## config.mk

```make
export PLATFORM = sky130hd
export DESIGN_NAME = fir_mac_scheduler_flat
export DESIGN_NICKNAME = d
export VERILOG_FILES = /design/src/rtl/fir_mac_scheduler_if.sv /design/src/rtl/fir_mac_scheduler.sv /design/src/flat_wrapper.sv
export SDC_FILE = /design/constraint.sdc
export NUM_CORES = 1
export LEC_CHECK = 0
export CORE_MARGIN = 1
export CORE_UTILIZATION = 44
export DETAILED_ROUTE_END_ITERATION = 10
export PLACE_DENSITY = 0.81
export SYNTH_ARGS = -nofsm -noshare
export SYNTH_HDL_FRONTEND = slang
export SYNTH_SLANG_ARGS = --single-unit
export TNS_END_PERCENT = 10
```

## constraint.sdc

```tcl
create_clock -name i_clk -period 4.41 [get_ports i_clk]
set_input_delay 0.882 -clock i_clk [delete_from_list [all_inputs] [get_ports i_clk]]
set_output_delay 0.882 -clock i_clk [all_outputs]
set_load 0.005 [all_outputs]
```

## src/rtl/fir_mac_scheduler_if.sv

```systemverilog
`timescale 1ns/1ps
`default_nettype none
// +----------------------------------------------------------------------------+
// | fir_mac_scheduler_if : handshake, RAM-address and MAC-strobe bundle        |
// | Revision: 1.0                                                              |
// +----------------------------------------------------------------------------+
interface fir_mac_scheduler_if #(
   parameter int FIR_DEPTH     = 256,
   parameter int NUM_PIPELINES = 8
);
   localparam int ITERS      = FIR_DEPTH / NUM_PIPELINES;
   localparam int ADDR_WIDTH = (FIR_DEPTH > 1) ? $clog2(FIR_DEPTH) : 1;
   localparam int ITER_WIDTH = (ITERS > 1) ? $clog2(ITERS) : 1;

   logic                  i_en;
   logic                  i_sample_valid;
   logic                  o_sample_ready;
   logic                  o_wr_en;
   logic [ADDR_WIDTH-1:0] o_wr_addr;
   logic [ADDR_WIDTH-1:0] o_rd_base;
   logic [ITER_WIDTH-1:0] o_tap_idx;
   logic                  o_acc_en;
   logic                  o_acc_clr;
   logic                  o_reduce_start;
   logic                  i_reduce_done;
   logic                  o_dout_valid;
   logic                  i_dout_ready;
   logic                  o_busy;
   logic                  o_overrun;

   modport master (
      input  i_en, i_sample_valid, i_reduce_done, i_dout_ready,
      output o_sample_ready, o_wr_en, o_wr_addr, o_rd_base, o_tap_idx,
             o_acc_en, o_acc_clr, o_reduce_start, o_dout_valid, o_busy, o_overrun
   );

   modport slave (
      output i_en, i_sample_valid, i_reduce_done, i_dout_ready,
      input  o_sample_ready, o_wr_en, o_wr_addr, o_rd_base, o_tap_idx,
             o_acc_en, o_acc_clr, o_reduce_start, o_dout_valid, o_busy, o_overrun
   );
endinterface
`default_nettype wire

```

## src/rtl/fir_mac_scheduler.sv

```systemverilog
`timescale 1ns/1ps
`default_nettype none
// +----------------------------------------------------------------------------+
// | fir_mac_scheduler : per-sample control FSM for the multi-lane FIR MAC path |
// | Revision: 1.0                                                              |
// +----------------------------------------------------------------------------+
module fir_mac_scheduler #(
   parameter int DATA_WIDTH    = 24,
   parameter int FIR_DEPTH     = 256,
   parameter int NUM_PIPELINES = 8,
   parameter int MAC_LATENCY   = 3
) (
   input wire logic            i_clk,
   input wire logic            i_rst,
   fir_mac_scheduler_if.master bus
);
   localparam int ITERS       = FIR_DEPTH / NUM_PIPELINES;
   localparam int ADDR_WIDTH  = (FIR_DEPTH > 1) ? $clog2(FIR_DEPTH) : 1;
   localparam int ITER_WIDTH  = (ITERS > 1) ? $clog2(ITERS) : 1;
   localparam int DRAIN_WIDTH = (MAC_LATENCY > 1) ? $clog2(MAC_LATENCY) : 1;

   localparam logic [ITER_WIDTH-1:0]  C_LAST_ITER  = ITER_WIDTH'(ITERS - 1);
   localparam logic [DRAIN_WIDTH-1:0] C_LAST_DRAIN = DRAIN_WIDTH'(MAC_LATENCY - 1);
   localparam logic [ADDR_WIDTH-1:0]  C_LANE_STEP  = ADDR_WIDTH'(NUM_PIPELINES);

   if (((FIR_DEPTH & (FIR_DEPTH - 1)) != 0) || ((FIR_DEPTH % NUM_PIPELINES) != 0) ||
       (MAC_LATENCY < 1) || (DATA_WIDTH < 1)) begin : g_param_check
      $error("fir_mac_scheduler: illegal parameter combination");
   end

   typedef enum logic [2:0] {
      S_IDLE   = 3'd0,
      S_WRITE  = 3'd1,
      S_MAC    = 3'd2,
      S_DRAIN  = 3'd3,
      S_REDUCE = 3'd4,
      S_OUTPUT = 3'd5
   } state_t;

   state_t                 state_q;
   logic [ADDR_WIDTH-1:0]  wr_ptr_q;
   logic [ADDR_WIDTH-1:0]  rd_base_q;
   logic [ITER_WIDTH-1:0]  k_q;
   logic [DRAIN_WIDTH-1:0] drain_q;
   logic                   overrun_q;
   logic                   ready_q;
   logic                   wr_en_q;
   logic                   acc_en_q;
   logic                   acc_clr_q;
   logic                   rstart_q;
   logic                   dvalid_q;
   logic                   busy_q;

   // Outputs are registered alongside the state; i_en low holds everything in place.
   always_ff @(posedge i_clk) begin
      if (i_rst) begin
         state_q   <= S_IDLE;
         wr_ptr_q  <= '0;
         rd_base_q <= '0;
         k_q       <= '0;
         drain_q   <= '0;
         overrun_q <= 1'b0;
         ready_q   <= 1'b1;
         wr_en_q   <= 1'b0;
         acc_en_q  <= 1'b0;
         acc_clr_q <= 1'b0;
         rstart_q  <= 1'b0;
         dvalid_q  <= 1'b0;
         busy_q    <= 1'b0;
      end else if (bus.i_en) begin
         if (bus.i_sample_valid && (state_q != S_IDLE)) begin
            overrun_q <= 1'b1;
         end
         case (state_q)
            S_IDLE: begin
               if (bus.i_sample_valid) begin
                  state_q <= S_WRITE;
                  ready_q <= 1'b0;
                  busy_q  <= 1'b1;
                  wr_en_q <= 1'b1;
               end
            end
            S_WRITE: begin
               state_q   <= S_MAC;
               wr_en_q   <= 1'b0;
               k_q       <= '0;
               rd_base_q <= wr_ptr_q;
               acc_en_q  <= 1'b1;
               acc_clr_q <= 1'b1;
            end
            S_MAC: begin
               acc_clr_q <= 1'b0;
               if (k_q == C_LAST_ITER) begin
                  state_q  <= S_DRAIN;
                  acc_en_q <= 1'b0;
                  drain_q  <= '0;
               end else begin
                  k_q       <= k_q + 1'b1;
                  rd_base_q <= rd_base_q - C_LANE_STEP;
               end
            end
            S_DRAIN: begin
               if (drain_q == C_LAST_DRAIN) begin
                  state_q  <= S_REDUCE;
                  drain_q  <= '0;
                  rstart_q <= 1'b1;
               end else begin
                  drain_q <= drain_q + 1'b1;
               end
            end
            S_REDUCE: begin
               rstart_q <= 1'b0;
               if (bus.i_reduce_done) begin
                  state_q  <= S_OUTPUT;
                  dvalid_q <= 1'b1;
               end
            end
            S_OUTPUT: begin
               if (bus.i_dout_ready) begin
                  state_q  <= S_IDLE;
                  dvalid_q <= 1'b0;
                  ready_q  <= 1'b1;
                  busy_q   <= 1'b0;
                  wr_ptr_q <= wr_ptr_q + 1'b1;
               end
            end
            default: begin
               state_q  <= S_IDLE;
               wr_en_q  <= 1'b0;
               acc_en_q <= 1'b0;
               acc_clr_q <= 1'b0;
               rstart_q <= 1'b0;
               dvalid_q <= 1'b0;
               ready_q  <= 1'b1;
               busy_q   <= 1'b0;
            end
         endcase
      end
   end

   // Strobes are qualified by i_en so a frozen cycle never double-counts an operation.
   assign bus.o_sample_ready = ready_q;
   assign bus.o_wr_en        = wr_en_q & bus.i_en;
   assign bus.o_wr_addr      = wr_ptr_q;
   assign bus.o_rd_base      = rd_base_q;
   assign bus.o_tap_idx      = k_q;
   assign bus.o_acc_en       = acc_en_q & bus.i_en;
   assign bus.o_acc_clr      = acc_clr_q & bus.i_en;
   assign bus.o_reduce_start = rstart_q & bus.i_en;
   assign bus.o_dout_valid   = dvalid_q;
   assign bus.o_busy         = busy_q;
   assign bus.o_overrun      = overrun_q;
endmodule
`default_nettype wire

```

## src/flat_wrapper.sv

```systemverilog
// flat-port wrapper written by rule: the top's interface ports become plain ports
module fir_mac_scheduler_flat 
#(
   parameter int DATA_WIDTH    = 24,
   parameter int FIR_DEPTH     = 256,
   parameter int NUM_PIPELINES = 8,
   parameter int MAC_LATENCY   = 3
)
  (i_clk, i_rst, bus_i_en, bus_i_sample_valid, bus_i_reduce_done, bus_i_dout_ready, bus_o_sample_ready, bus_o_wr_en, bus_o_wr_addr, bus_o_rd_base, bus_o_tap_idx, bus_o_acc_en, bus_o_acc_clr, bus_o_reduce_start, bus_o_dout_valid, bus_o_busy, bus_o_overrun);
  fir_mac_scheduler_if #(.FIR_DEPTH(FIR_DEPTH), .NUM_PIPELINES(NUM_PIPELINES)) bus_i ();
  input wire logic i_clk;
  input wire logic i_rst;
  input wire logic [$bits(bus_i.i_en)-1:0] bus_i_en;
  input wire logic [$bits(bus_i.i_sample_valid)-1:0] bus_i_sample_valid;
  input wire logic [$bits(bus_i.i_reduce_done)-1:0] bus_i_reduce_done;
  input wire logic [$bits(bus_i.i_dout_ready)-1:0] bus_i_dout_ready;
  output wire logic [$bits(bus_i.o_sample_ready)-1:0] bus_o_sample_ready;
  output wire logic [$bits(bus_i.o_wr_en)-1:0] bus_o_wr_en;
  output wire logic [$bits(bus_i.o_wr_addr)-1:0] bus_o_wr_addr;
  output wire logic [$bits(bus_i.o_rd_base)-1:0] bus_o_rd_base;
  output wire logic [$bits(bus_i.o_tap_idx)-1:0] bus_o_tap_idx;
  output wire logic [$bits(bus_i.o_acc_en)-1:0] bus_o_acc_en;
  output wire logic [$bits(bus_i.o_acc_clr)-1:0] bus_o_acc_clr;
  output wire logic [$bits(bus_i.o_reduce_start)-1:0] bus_o_reduce_start;
  output wire logic [$bits(bus_i.o_dout_valid)-1:0] bus_o_dout_valid;
  output wire logic [$bits(bus_i.o_busy)-1:0] bus_o_busy;
  output wire logic [$bits(bus_i.o_overrun)-1:0] bus_o_overrun;
  assign bus_i.i_en = bus_i_en;
  assign bus_i.i_sample_valid = bus_i_sample_valid;
  assign bus_i.i_reduce_done = bus_i_reduce_done;
  assign bus_i.i_dout_ready = bus_i_dout_ready;
  assign bus_o_sample_ready = bus_i.o_sample_ready;
  assign bus_o_wr_en = bus_i.o_wr_en;
  assign bus_o_wr_addr = bus_i.o_wr_addr;
  assign bus_o_rd_base = bus_i.o_rd_base;
  assign bus_o_tap_idx = bus_i.o_tap_idx;
  assign bus_o_acc_en = bus_i.o_acc_en;
  assign bus_o_acc_clr = bus_i.o_acc_clr;
  assign bus_o_reduce_start = bus_i.o_reduce_start;
  assign bus_o_dout_valid = bus_i.o_dout_valid;
  assign bus_o_busy = bus_i.o_busy;
  assign bus_o_overrun = bus_i.o_overrun;
  fir_mac_scheduler #(.DATA_WIDTH(DATA_WIDTH), .FIR_DEPTH(FIR_DEPTH), .NUM_PIPELINES(NUM_PIPELINES), .MAC_LATENCY(MAC_LATENCY)) u_core (.i_clk(i_clk), .i_rst(i_rst), .bus(bus_i));
endmodule
```

# After elaboration in Yosys (flattened, before gate mapping)
# Cells that the tools add are included.
word_totals:
  elab_cells: 87
  rom_bits: 0
  ram_bits: 0
  out_inout_bits: 29
  latch_bits: 0
  reg_bits: 34
  mem_count: 0
op_classes:
  add_sub_neg: 4
  mux: 27
  eq_ne: 13
  shifts: 0
  n_reduce_logical: 21
  bitwise_logic: 9
  n_div: 0
  mul: 0
  order_cmp: 0
op_table:
  columns: ["operator", "n"]
  rows:
  - ["$reduce_or A4 Y1", 5]
  - ["$pmux W3 S6", 1]
  - ["$reduce_and A3 Y1", 6]
  - ["$pmux W8 S2", 1]
  - ["$mux W3", 5]
  - ["$pmux W1 S3", 4]
  - ["$pmux W5 S2", 1]
  - ["$add A8 B1 Y8 const B", 1]
  - ["$mux W8", 1]
  - ["$ne A2 B2 Y1 const B", 4]
  - ["$reduce_and A4 Y1", 2]
  - ["$sub A8 B4 Y8 const B", 1]
  - ["$mux W1", 7]
  - ["$eq A3 B2 Y1 const B", 2]
  - ["$eq A3 B3 Y1 const B", 2]
  - ["$pmux W1 S2", 3]
  - ["$reduce_and A6 Y1", 1]
  - ["$add A5 B1 Y5 const B", 1]
  - ["$eq A5 B5 Y1 const B", 1]
  - ["$mux W5", 1]
  - ["$not A1 Y1", 5]
  - ["$and A1 B1 Y1", 4]
  - ["$mux W2", 2]
  - ["$ne A2 B1 Y1 const B", 2]
  - ["other kinds (9)", 11]

# Logic depth before layout (Yosys ltp)
# Gate-level depths: netlist of run 1.
logic_depth:
  word_depth: 4
  depth_mapped: 8

# Worst setup path before layout of run 1
# Ideal clock, no wire load.
synth_timing:
  path_type: "input-to-output"
  startpoint: "input port bus_i_en"
  endpoint: "output port bus_o_acc_clr"
  slack_ps: 2272
  n_path_buf: 1
  path_stages: 2
  arrival_ps: 1256
  required_time_ps: 3528
  path_cell_list: "clkbuf_1 > and2_1"
synth_via:
  elab_chain_len: 1
synth_rtl:
  columns: ["item", "line_no", "rtl"]
  rows:
  - ["start, declared", "flat_wrapper.sv:13", "input wire logic [$bits(bus_i.i_en)-1:0] bus_i_en;"]
  - ["$and A1 B1 Y1", "fir_mac_scheduler.sv:148", "assign bus.o_acc_clr = acc_clr_q & bus.i_en;"]
  - ["end, declared", "flat_wrapper.sv:23", "output wire logic [$bits(bus_i.o_acc_clr)-1:0] bus_o_acc_clr;"]
# Every way passes these cells.

# Final worst setup path of run 1
layout_timing:
  startpoint: "input port bus_i_en"
  endpoint: "output port bus_o_acc_en"
layout_via:
  elab_chain_len: 1
layout_rtl:
  columns: ["item", "line_no", "rtl"]
  rows:
  - ["$and A1 B1 Y1", "fir_mac_scheduler.sv:147", "assign bus.o_acc_en = acc_en_q & bus.i_en;"]
  - ["end, declared", "flat_wrapper.sv:22", "output wire logic [$bits(bus_i.o_acc_en)-1:0] bus_o_acc_en;"]
# Every way passes these cells.

==> results list, run 1 <==
- Average detailed-routed wire length per instance: ~13 um
- Drt first pass iters: 5
- Post-detailed-placement cell area: between 2000 and 2500 um^2
- Final TNS setup: 0 ps
- Gr usage total: between 10% and 20%
- Fraction of layout instances using a drive strength above 1: approximately 3.9%
- Post-cts repair resize count: 0
- Power share of the clock group: 34.8%
* Overflow after GRT: 0
* Number of routed nets with antenna violations: 0
* Type of the tightest min-delay check: flip-flop to flip-flop
- Cell depth of the worst hold path: 2
- Clock tree root buffer cell: sky130_fd_sc_hd__clkbuf_8
- The synthesized netlist contains 45 unique library cells.
* Total detailed-routing wirelength: between 3000 and 4000 um
- In this run the power spent charging and discharging nets is 0.153 mW.
- Number of vias per cell: 5.54
- Placed wire-length estimate: about 2600 um
- The number of cells on the worst reg-to-reg path is 7.
- STA classifies the critical path startpoint as a primary input.
- Post-Synthesis Mean Instance Area: ~8.3 um^2
- Post-Synthesis Net Count: between 200 and 250
- VDD IR-drop max: 0.000209 V
- Yosys mapped a number of flops with a built-in enable equal to 0.
* TritonCTS sink count: 34
* Area growth from synthesis to final layout: 25.0%
- Ys Warns: 0
- The number of global-route vias before repair came to ~1400.
- The critical path is of the primary input to output pin type.
* Area share of the largest cell type after synthesis: between 40% and 50%
* Clk_skew: 2.81 ps
- Initial DRC count: 65
- Among all flip-flop cells after synthesis, the most frequent one is sky130_fd_sc_hd__dfxtp_1.
* Final design area excluding fillers: between 2000 and 2500 um^2
* Initial core utilization: a little under half
- Dominant cell by count in the synthesized netlist: sky130_fd_sc_hd__dfxtp_1
- In this run, flip-flops and latches consume 53.3% of the power.
- Across all layers, the routed design uses around 1600 vias.
- Min cycle time layout: 3220 ps
* PwrDens: approximately 290 nW/um^2
- Die H: roughly 64 um
- The internal power of the cells totals 0.459 mW.
* Deepest clock path buffer count: 2
- Clock transition at path regs: around 60 ps
* Net total in the final layout: 242
- Number of antenna violations at the first check in global routing: 0
- Post-synth top cells: sky130_fd_sc_hd__dfxtp_1 (34), sky130_fd_sc_hd__nor2_1 (25), sky130_fd_sc_hd__a21oi_1 (15)
- Floorplan die area: between 4000 and 5000 um^2
* Largest fanout on the critical path: 15
- Standard cell core area: ~3700 um^2
* Pin count of the biggest net entering global routing: 25
- CTS Buf Count: 5
- Of all flip-flops after synthesis, the portion carrying an async set or reset was 0%.
- Static leakage power: ~0.76 nW
- For this run, the register share of the synthesized area comes to between 40% and 50%.
- Input and output buffers added on the ports amount to 34.
- Largest cells by area after synthesis: sky130_fd_sc_hd__dfxtp_1 (40%), sky130_fd_sc_hd__nor2_1 (5.5%), sky130_fd_sc_hd__a21oi_1 (4.4%)
* Data arrival at the endpoint of the critical path: about 2300 ps
- The worst setup path is captured at an output pin.
- Post-CTS setup-driven buffer insertion count: 0
- Setup repair after global routing left no endpoint under its margin.
- The final critical path takes up between 70 and 80% of the cycle.
- Sw frac: 25.0%
* Number of buffers inserted for hold repair after clock tree synthesis: 0
* Tightest Pin Transition: between 700 and 800 ps
- For this run, the top clock speed supported by timing is around 0.31 GHz.
* First-pass GRT wire length: around 6100 um
- Required time at the worst-slack endpoint: ~3500 ps
* Outcome: complete, no violations
* H-Tree Level Count: 2
- Syn Inst Count: slightly above 200
- Routability-driven placement finished with a final weighted congestion of approximately 0.80.
* Headroom to the max-slew limit: about half
- In this run the core area contains 22 standard-cell rows.
- The count of pins over their slew limit is 0.
- IO Count: 35
- Horizontal die dimension: 64.1 um
- The later pin in the worst-skew pair is clocked with a latency of ~280 ps.
* Setup violation total in the final timing report: 0
- After synthesis the netlist holds a flip-flop and latch count of 34.
* Fillers: roughly 340
- Summing every instance area after synthesis gives 1700 um^2.
- Largest area contributor in the netlist: sky130_fd_sc_hd__dfxtp_1
* Final hold violations: 0
- Max-cap viol count: 0
* Part of the total power dissipated in combinational logic: 11.9%
* Number of diodes added for antenna fixing: 0
- The design draws 0.613 mW.
* DRC violation count after routing: 0
- TritonCTS clock tree: done
==> final timing paths <==
check | from | endpoint | slack (ps)
hold reg to reg | u_core.bus.o_overrun | u_core.bus.o_overrun | 480
hold / removal | u_core.bus.o_overrun | u_core.bus.o_overrun | 480
setup reg to reg | u_core.bus.o_tap_idx[0] | u_core.bus.o_rd_base[4] | 2200
setup / recovery | bus_i_en | bus_o_acc_en | 1190
==> sequential cells by signal, indices dropped and copies added, names as in the netlist, 2 cells and up <==
name and flops:
u_core.bus.o_tap_idx 5, u_core.drain_q 2, u_core.state_q 3, u_core.bus.o_wr_addr 8
u_core.bus.o_rd_base 8
==> power by group through the flow <==
stage	combinational (mW)	clock (mW)	sequential, mW
2_1_floorplan	0.0533	0	0.327
3_3_place_gp	0.0702	0	0.333
3_5_place_dp	0.0721	0	0.333
4_1_cts	0.0728	0.216	0.326
5_1_grt	0.0801	0.235	0.328
6_report	0.0727	0.213	0.327
==> final cells by class <==
cell class | count | area, um^2 | area share, %
multi-input combinational | 151 | 937 | 44.1
sequential | 34 | 681 | 32.0
timing repair buffer | 36 | 355 | 16.7
clock buffer | 7 | 76.3 | 3.59
tap | 48 | 60.1 | 2.83
inverter | 4 | 15.0 | 0.707
==> kinds of logic after synthesis <==
| kind of cell | count (synthesis) | share of synthesized area, % |
|---|---|---|
| compound gates | 48 | 18.6 |
| simple gates | 87 | 27.1 |
| fa+ha+maj | 4 | 2.95 |
| mux | 5 | 2.95 |
| flops | 34 | 40.1 |
| buf+inv | 19 | 4.79 |
| xor+xnor | 7 | 3.61 |
==> worst max-delay path: stages <==
cell and delay, ps:
sky130_fd_sc_hd__clkdlybuf4s50_1 760, sky130_fd_sc_hd__and2_1 200, sky130_fd_sc_hd__clkdlybuf4s50_1 500
==> metrics by stage <==
stage	utilization [%]	worst slack [ps]	hold WS, ps	cells
floorplan	-	2270	461	204
global placement	55.5	1210	451	273
detailed placement	55.5	1200	463	273
CTS	57.6	1200	477	280
global route	57.6	1110	503	280
finish	57.6	1190	475	280
==> layer usage <==
| layer | vias up | routed length (um) | track usage, % |
|---|---|---|---|
| li1 | 781 | - | - |
| met1 | 728 | 1740 | 25.0 |
| met2 | 37 | 1720 | 31.0 |
| met3 | 5 | 180 | 4.82 |
| met4 | 0 | 44 | 5.83 |
| met5 | - | 0 | 0 |
==> placed cells by master (no fill, tap or decap), types with 3 or more instances in the layout <==
cell                              count
sky130_fd_sc_hd__a21oi_1             15
sky130_fd_sc_hd__a22oi_1              3
sky130_fd_sc_hd__a31oi_1              4
sky130_fd_sc_hd__and2_1               8
sky130_fd_sc_hd__and3_1               4
sky130_fd_sc_hd__clkbuf_8             5
sky130_fd_sc_hd__clkdlybuf4s50_1     34
sky130_fd_sc_hd__dfxtp_1             34
sky130_fd_sc_hd__ha_1                 4
sky130_fd_sc_hd__inv_1                4
sky130_fd_sc_hd__mux2i_1              5
sky130_fd_sc_hd__nand2_1              9
sky130_fd_sc_hd__nand2b_1             5
sky130_fd_sc_hd__nand3_1              7
sky130_fd_sc_hd__nand4_1              3
sky130_fd_sc_hd__nor2_1              25
sky130_fd_sc_hd__nor2b_1              6
sky130_fd_sc_hd__nor3_1               6
sky130_fd_sc_hd__o211ai_1             3
sky130_fd_sc_hd__o21ai_0              7
sky130_fd_sc_hd__or3_1                4
sky130_fd_sc_hd__xor2_1               6
(Power assumes the default switching activity.)
==> run 2: changes to the inputs <==
Settings changed: PLACE_DENSITY 0.81 to 0.84.
Clock period 4.41 ns to 2.82 ns, I/O delays scaled along.
==> results list, run 2 (same netlist as run 1, synthesis figures left out) <==
* Outcome: complete, no violations
* Global-route met2 utilization: a little under a third
- Data arrival at the endpoint of the critical path: around 1900 ps
- The number of antenna violations at the first check in global routing is 0.
- The longest clock path from root to sink contains 2 buffers.
- Cells with a size suffix above 1 make up just under 6% of the layout.
- TritonCTS built the clock tree.
- Placed wire-length estimate: 2480 um
- Number of vias in the routed layout: 1569
- Sequential Area: roughly 700 um^2
- Clock transition at path regs: 70 ps
* Cell depth of the worst hold path: 2
- The clock drives 34 sinks.
* Worst setup path class: primary input to output pin
- The area growth from synthesis to layout is 27.9%.
* Clock latency reported for the late side of the worst-skew pair: just under 300 ps
* Required time at the worst-slack endpoint: between 2000 and 2500 ps
- In this run, CTS created clock tree buffers numbering 5.
- Standard cell core area: around 3700 um^2
- Dividing the detail-routed wire length by the instance count gives approximately 13 um.
- The H-tree was split into 2 levels.
* Largest fanout on the critical path: 15
* Final design area excluding fillers: 2170 um^2
- For the pin with the worst max-slew slack, the measured transition is 607 ps.
- Number of global-route vias before repair: between 1000 and 1500
- IO Count: 35
- The die is roughly 64 um tall.
* Static leakage power: just under 0.8 nW
- Peak clock frequency supported by timing: a little over 0.4 GHz
* Slowest stage cell on the critical path: sky130_fd_sc_hd__clkdlybuf4s50_1
- The tool flagged a number of max-cap violations equal to 0.
- The worst setup path is captured at an output pin.
* Pin count of the biggest net entering global routing: 37
* Number of buffers inserted for hold repair after clock tree synthesis: 0
* Overflow after GRT: 0
* RD Place Congestion: around 0.77
- Input/output buffers: 34
- On the final layout, the worst clock skew is roughly 5.8 ps.
- Once the floorplan was initialized, standard cells occupied a little under half of the core.
- Leaving out fill and tap cells, the most frequent cells in the layout are sky130_fd_sc_hd__clkdlybuf4s50_1 (34), sky130_fd_sc_hd__dfxtp_1 (34), sky130_fd_sc_hd__nor2_1 (25).
- In this run the most used layer during global routing was met2.
- Setup repair after global routing left no endpoint under its margin.
- Drt first pass iters: 4
- Floorplan die area: about 4100 um^2
- The final-report hold violation count came to 0.
* Type of the tightest min-delay check: flip-flop to flip-flop
- In this run the core area contains 22 standard-cell rows.
- Post-CTS setup-driven buffer insertion count: 0
- Dividing the final minimum period by the clock period gives a little under nine tenths.
- The critical path goes through clkdlybuf4s50_1, buf_4, and2_1, clkdlybuf4s50_1.
- Clock tree root buffer cell: sky130_fd_sc_hd__clkbuf_8
* Crit path top cell by count: sky130_fd_sc_hd__clkdlybuf4s50_1
* Worst Reg2Reg Path Length in Cells: 8
- Total detailed-routing wirelength: about 3700 um
- DRC violation count after routing: 0
- The worst pin sits at a relative slew slack of between 50 and 60%.
* Met1 GRT Util: 24.4%
- Gates resized during post-CTS repair numbered 0.
- Gr usage total: slightly below 20%
* First-pass GRT wire length: roughly 6200 um
- The count of pins over their slew limit was 0.
- Number of routed nets with antenna violations: 0
* Setup violation total in the final timing report: 0
- Multi-input gate area: 937 um^2
- The placed instances occupy a cell area of ~2100 um^2.
- Net total in the final layout: ~240
- Subtracting the final worst setup slack from the clock period gives about 2400 ps.
- In this run the horizontal extent of the chip is between 60 and 70 um.
- Power spread over the standard cell area amounts to ~480 nW/um^2.
- Global routing consumed, on the met3 layer, 6.43% of the routing resources.
- Final TNS setup: 0 ps
- Number of vias per cell: between 5 and 6
* Fillers: approximately 330
- After the first detailed-routing iteration, the DRC count stood at ~100.
- Tightest hold margin: ~500 ps
* CP Launch Type: primary input
- Highest cell delay on the worst timing path: ~500 ps
- The number of antenna diodes in the final layout is 0.
- The worst-case IR drop observed on VDD is 0.000317 V.
[run 2: cell type report]
cell class / instances / area share, %
Inverter: 4 / 0.691
Sequential cell: 34 / 31.3
Timing Repair Buffer: 38 / 17.0
Tap cell: 48 / 2.76
Clock buffer: 8 / 5.07
Multi-Input combinational cell: 151 / 43.1
[run 2: worst max-delay path, delay by kind of cell]
kind / cells / cell delay, ps
simple gates: 1 / 160
buf+inv: 3 / 1130
[run 2: stage by stage]
stage	worst slack (ps)	power, mW	utilization [%]	std cells
CTS	392	1.06	58.9	283
detailed placement	393	0.636	55.9	275
finish	398	1.05	58.9	283
floorplan	947	0.595	-	204
global placement	393	0.634	55.9	275
global route	348	1.10	58.9	283
[run 2: metal layers]
metal	share of wire, %	wire length (um)	vias up
met5	0	0	-
met4	1.2	46	0
met3	4.7	173	5
met2	45	1670	42
met1	49	1810	736
li1	-	-	786
[run 2: path summary, 6_finish.rpt]
check                     startpoint                 endpoint  slack [ps]
max                         bus_i_en              bus_o_wr_en         400
min reg2reg     u_core.bus.o_overrun     u_core.bus.o_overrun         490
max reg2reg  u_core.bus.o_tap_idx[0]  u_core.bus.o_rd_base[7]         710
min             u_core.bus.o_overrun     u_core.bus.o_overrun         490
[run 2: power by group]
group	internal (mW)	total [mW]	switching, mW
Combinational	0.0577	0.116	0.0579
Sequential	0.493	0.511	0.0179
Clock	0.247	0.424	0.178
==> run 3: changes to the inputs <==
Settings changed: CORE_UTILIZATION 44 to 25, PLACE_DENSITY 0.84 to 0.57.
==> results list, run 3 (same netlist as run 1, synthesis figures left out) <==
- Setup violation total in the final timing report: 0
- Timing would allow up to around 0.42 GHz.
- The startpoint identified for the worst hold timing path is u_core.bus.o_overrun.
- From bottom edge to top edge, the die measures around 84 um.
- For met3 alone, demand over resource in global routing was under 10%.
- STA classifies the critical path endpoint as an output pin.
* TritonCTS clock tree: done
* Clock transition at path regs: 60 ps
- PnR worst setup slack: roughly 440 ps
* Clock tree root buffer cell: sky130_fd_sc_hd__clkbuf_8
- The flow ran to the end, but the final reports show violations.
- Post-cts repair resize count: 0
* Fillers: 680
- The floorplan step defined a core boundary enclosing roughly 6500 um^2.
- Hold Path End: u_core.bus.o_overrun
- Setup repair after global routing left no endpoint under its margin.
* Violated checks: design-rule violations
* Net total in the final layout: between 200 and 250
* Fraction of layout instances using a drive strength above 1: between 5 and 6%
- Initial DRC count: 77
* VDD IR-drop max: between 0.0002 and 0.00025 V
- In the global route stage, met2 resource usage came out at 17.9%.
- Buffers inserted to repair hold after CTS numbered 0.
- FP Rows: 29
- Hold timing on the final database bottoms out at a slack of between 400 and 500 ps.
- Deepest clock path buffer count: 2
* First-pass GRT wire length: 6970 um
* CTS Buf Count: 5
- Placed wire-length estimate: about 2700 um
- Input/output buffers: 34
* Cell depth of the worst hold path: 2
- Entering global routing, the biggest net connects 37 pins.
* Met1 GRT Util: 17.2%
- Number of vias in the routed layout: about 1500
* Worst setup path class: primary input to output pin
- Drt first pass iters: 7
- DRC violation count after routing: 8
* Average detailed-routed wire length per instance: about 13 um
- Leading cell types in the layout, fill and taps excluded: sky130_fd_sc_hd__clkdlybuf4s50_1 (34), sky130_fd_sc_hd__dfxtp_1 (34), sky130_fd_sc_hd__nor2_1 (25)
- Static leakage power: ~0.8 nW
- Gr usage total: ~12%
- Setup slack on the worst flop-to-flop path: 740 ps
* Number of routed nets with antenna violations: 0
* Number of diodes added for antenna fixing: 0
- In this run the critical register-to-register path is launched from u_core.bus.o_tap_idx[0].
- Post-CTS setup-driven buffer insertion count: 0
- The final-report hold violation count came to 0.
- Clock tree synthesis found a total of 34 sinks.
- The number of global-route vias before repair was ~1400.
- Horizontal die dimension: roughly 84 um
* RD Place Congestion: slightly below 0.8
- Type of the tightest min-delay check: flip-flop to flip-flop
* Max-slew violation total from the final report: 0
* IO Count: 35
- After detailed routing, the total wire length is approximately 4100 um.
- For the pin with the worst max-slew slack, the measured transition is around 630 ps.
- Compared with the post-synthesis result, the final layout area differs by 29.4%.
- At the worst endpoint, the arrival time is between 1500 and 2000 ps.
- PwrDens: 458 nW/um^2
* Overflow after GRT: 0
- R2r endpoint: u_core.bus.o_rd_base[4]
- Number of vias per cell: between 4 and 5
- met2 is the most crowded layer.
- The die covers between 7000 and 8000 um^2.
- The final critical path takes up about 85% of the cycle.
- For this configuration, the core starts out at a cell density of between 20% and 30%.
- On the final layout, the worst clock skew is approximately 10 ps.
* H-Tree Level Count: 2
- Min cycle time layout: between 2000 and 2500 ps
- STA puts the critical path data required time at 2260 ps.
- Max-cap viol count: 0
- Worst Reg2Reg Path Length in Cells: 8
- CP Launch Type: primary input
- Number of antenna violations at the first check in global routing: 0
- Largest fanout on the critical path: 7
* Clock latency reported for the late side of the worst-skew pair: around 290 ps
- At the placement stage, the worst setup path has a slack of 412 ps.
- After routing, the total negative slack on setup checks comes to 0 ps.
* Headroom to the max-slew limit: between 50% and 60%
run 3: layout make-up:
cell class,count,area [um^2],share of cell area [%]
inverter,4,15.0,0.683
multi-input combinational,151,937,42.6
tap,77,96.3,4.38
timing repair buffer,39,378,17.2
sequential,34,681,31.0
clock buffer,7,86.3,3.93
clock inverter,1,5.00,0.228
run 3: worst max-delay path, stage by stage:
cell and delay, ps:
sky130_fd_sc_hd__clkdlybuf4s50_1 570, sky130_fd_sc_hd__and2_1 190, sky130_fd_sc_hd__clkdlybuf4s50_1 500
run 3: how the worst max path moves through the flow:
stage | start | to | slack (ps) | cells after the start
after floorplan | u_core.bus.o_tap_idx[0] | u_core.bus.o_rd_base[7] | 950 | 8
after global routing | bus_i_en | bus_o_wr_en | 370 | 3
after global placement | bus_i_en | bus_o_wr_en | 410 | 3
final | bus_i_en | bus_o_wr_en | 440 | 3
after detailed placement | bus_i_en | u_core.bus.o_wr_addr[7] | 410 | 6
after CTS | bus_i_en | bus_o_wr_en | 420 | 3
run 3: per-stage QoR:
stage | cells | cell area, um^2 | utilization, % | power [mW]
final | 313 | 2200 | 34.0 | 1.01
after global routing | 313 | 2200 | 34.0 | 1.06
after CTS | 313 | 2200 | 34.0 | 1.02
after detailed placement | 305 | 2110 | 32.6 | 0.638
after global placement | 305 | 2110 | 32.6 | 0.637
after floorplan | 204 | 1700 | - | 0.595
run 3: power by group:
group	leakage, nW	internal, mW	switching, mW
logic	0.460	0.0576	0.0583
clock network	0.0482	0.197	0.182
registers	0.275	0.493	0.0185
run 3: routing by layer:
| layer | wire (um) | vias up |
|---|---|---|
| met2 | 1640 | 39 |
| met4 | 55 | 0 |
| li1 | - | 790 |
| met1 | 2160 | 679 |
| met3 | 205 | 7 |
| met5 | 0 | - |
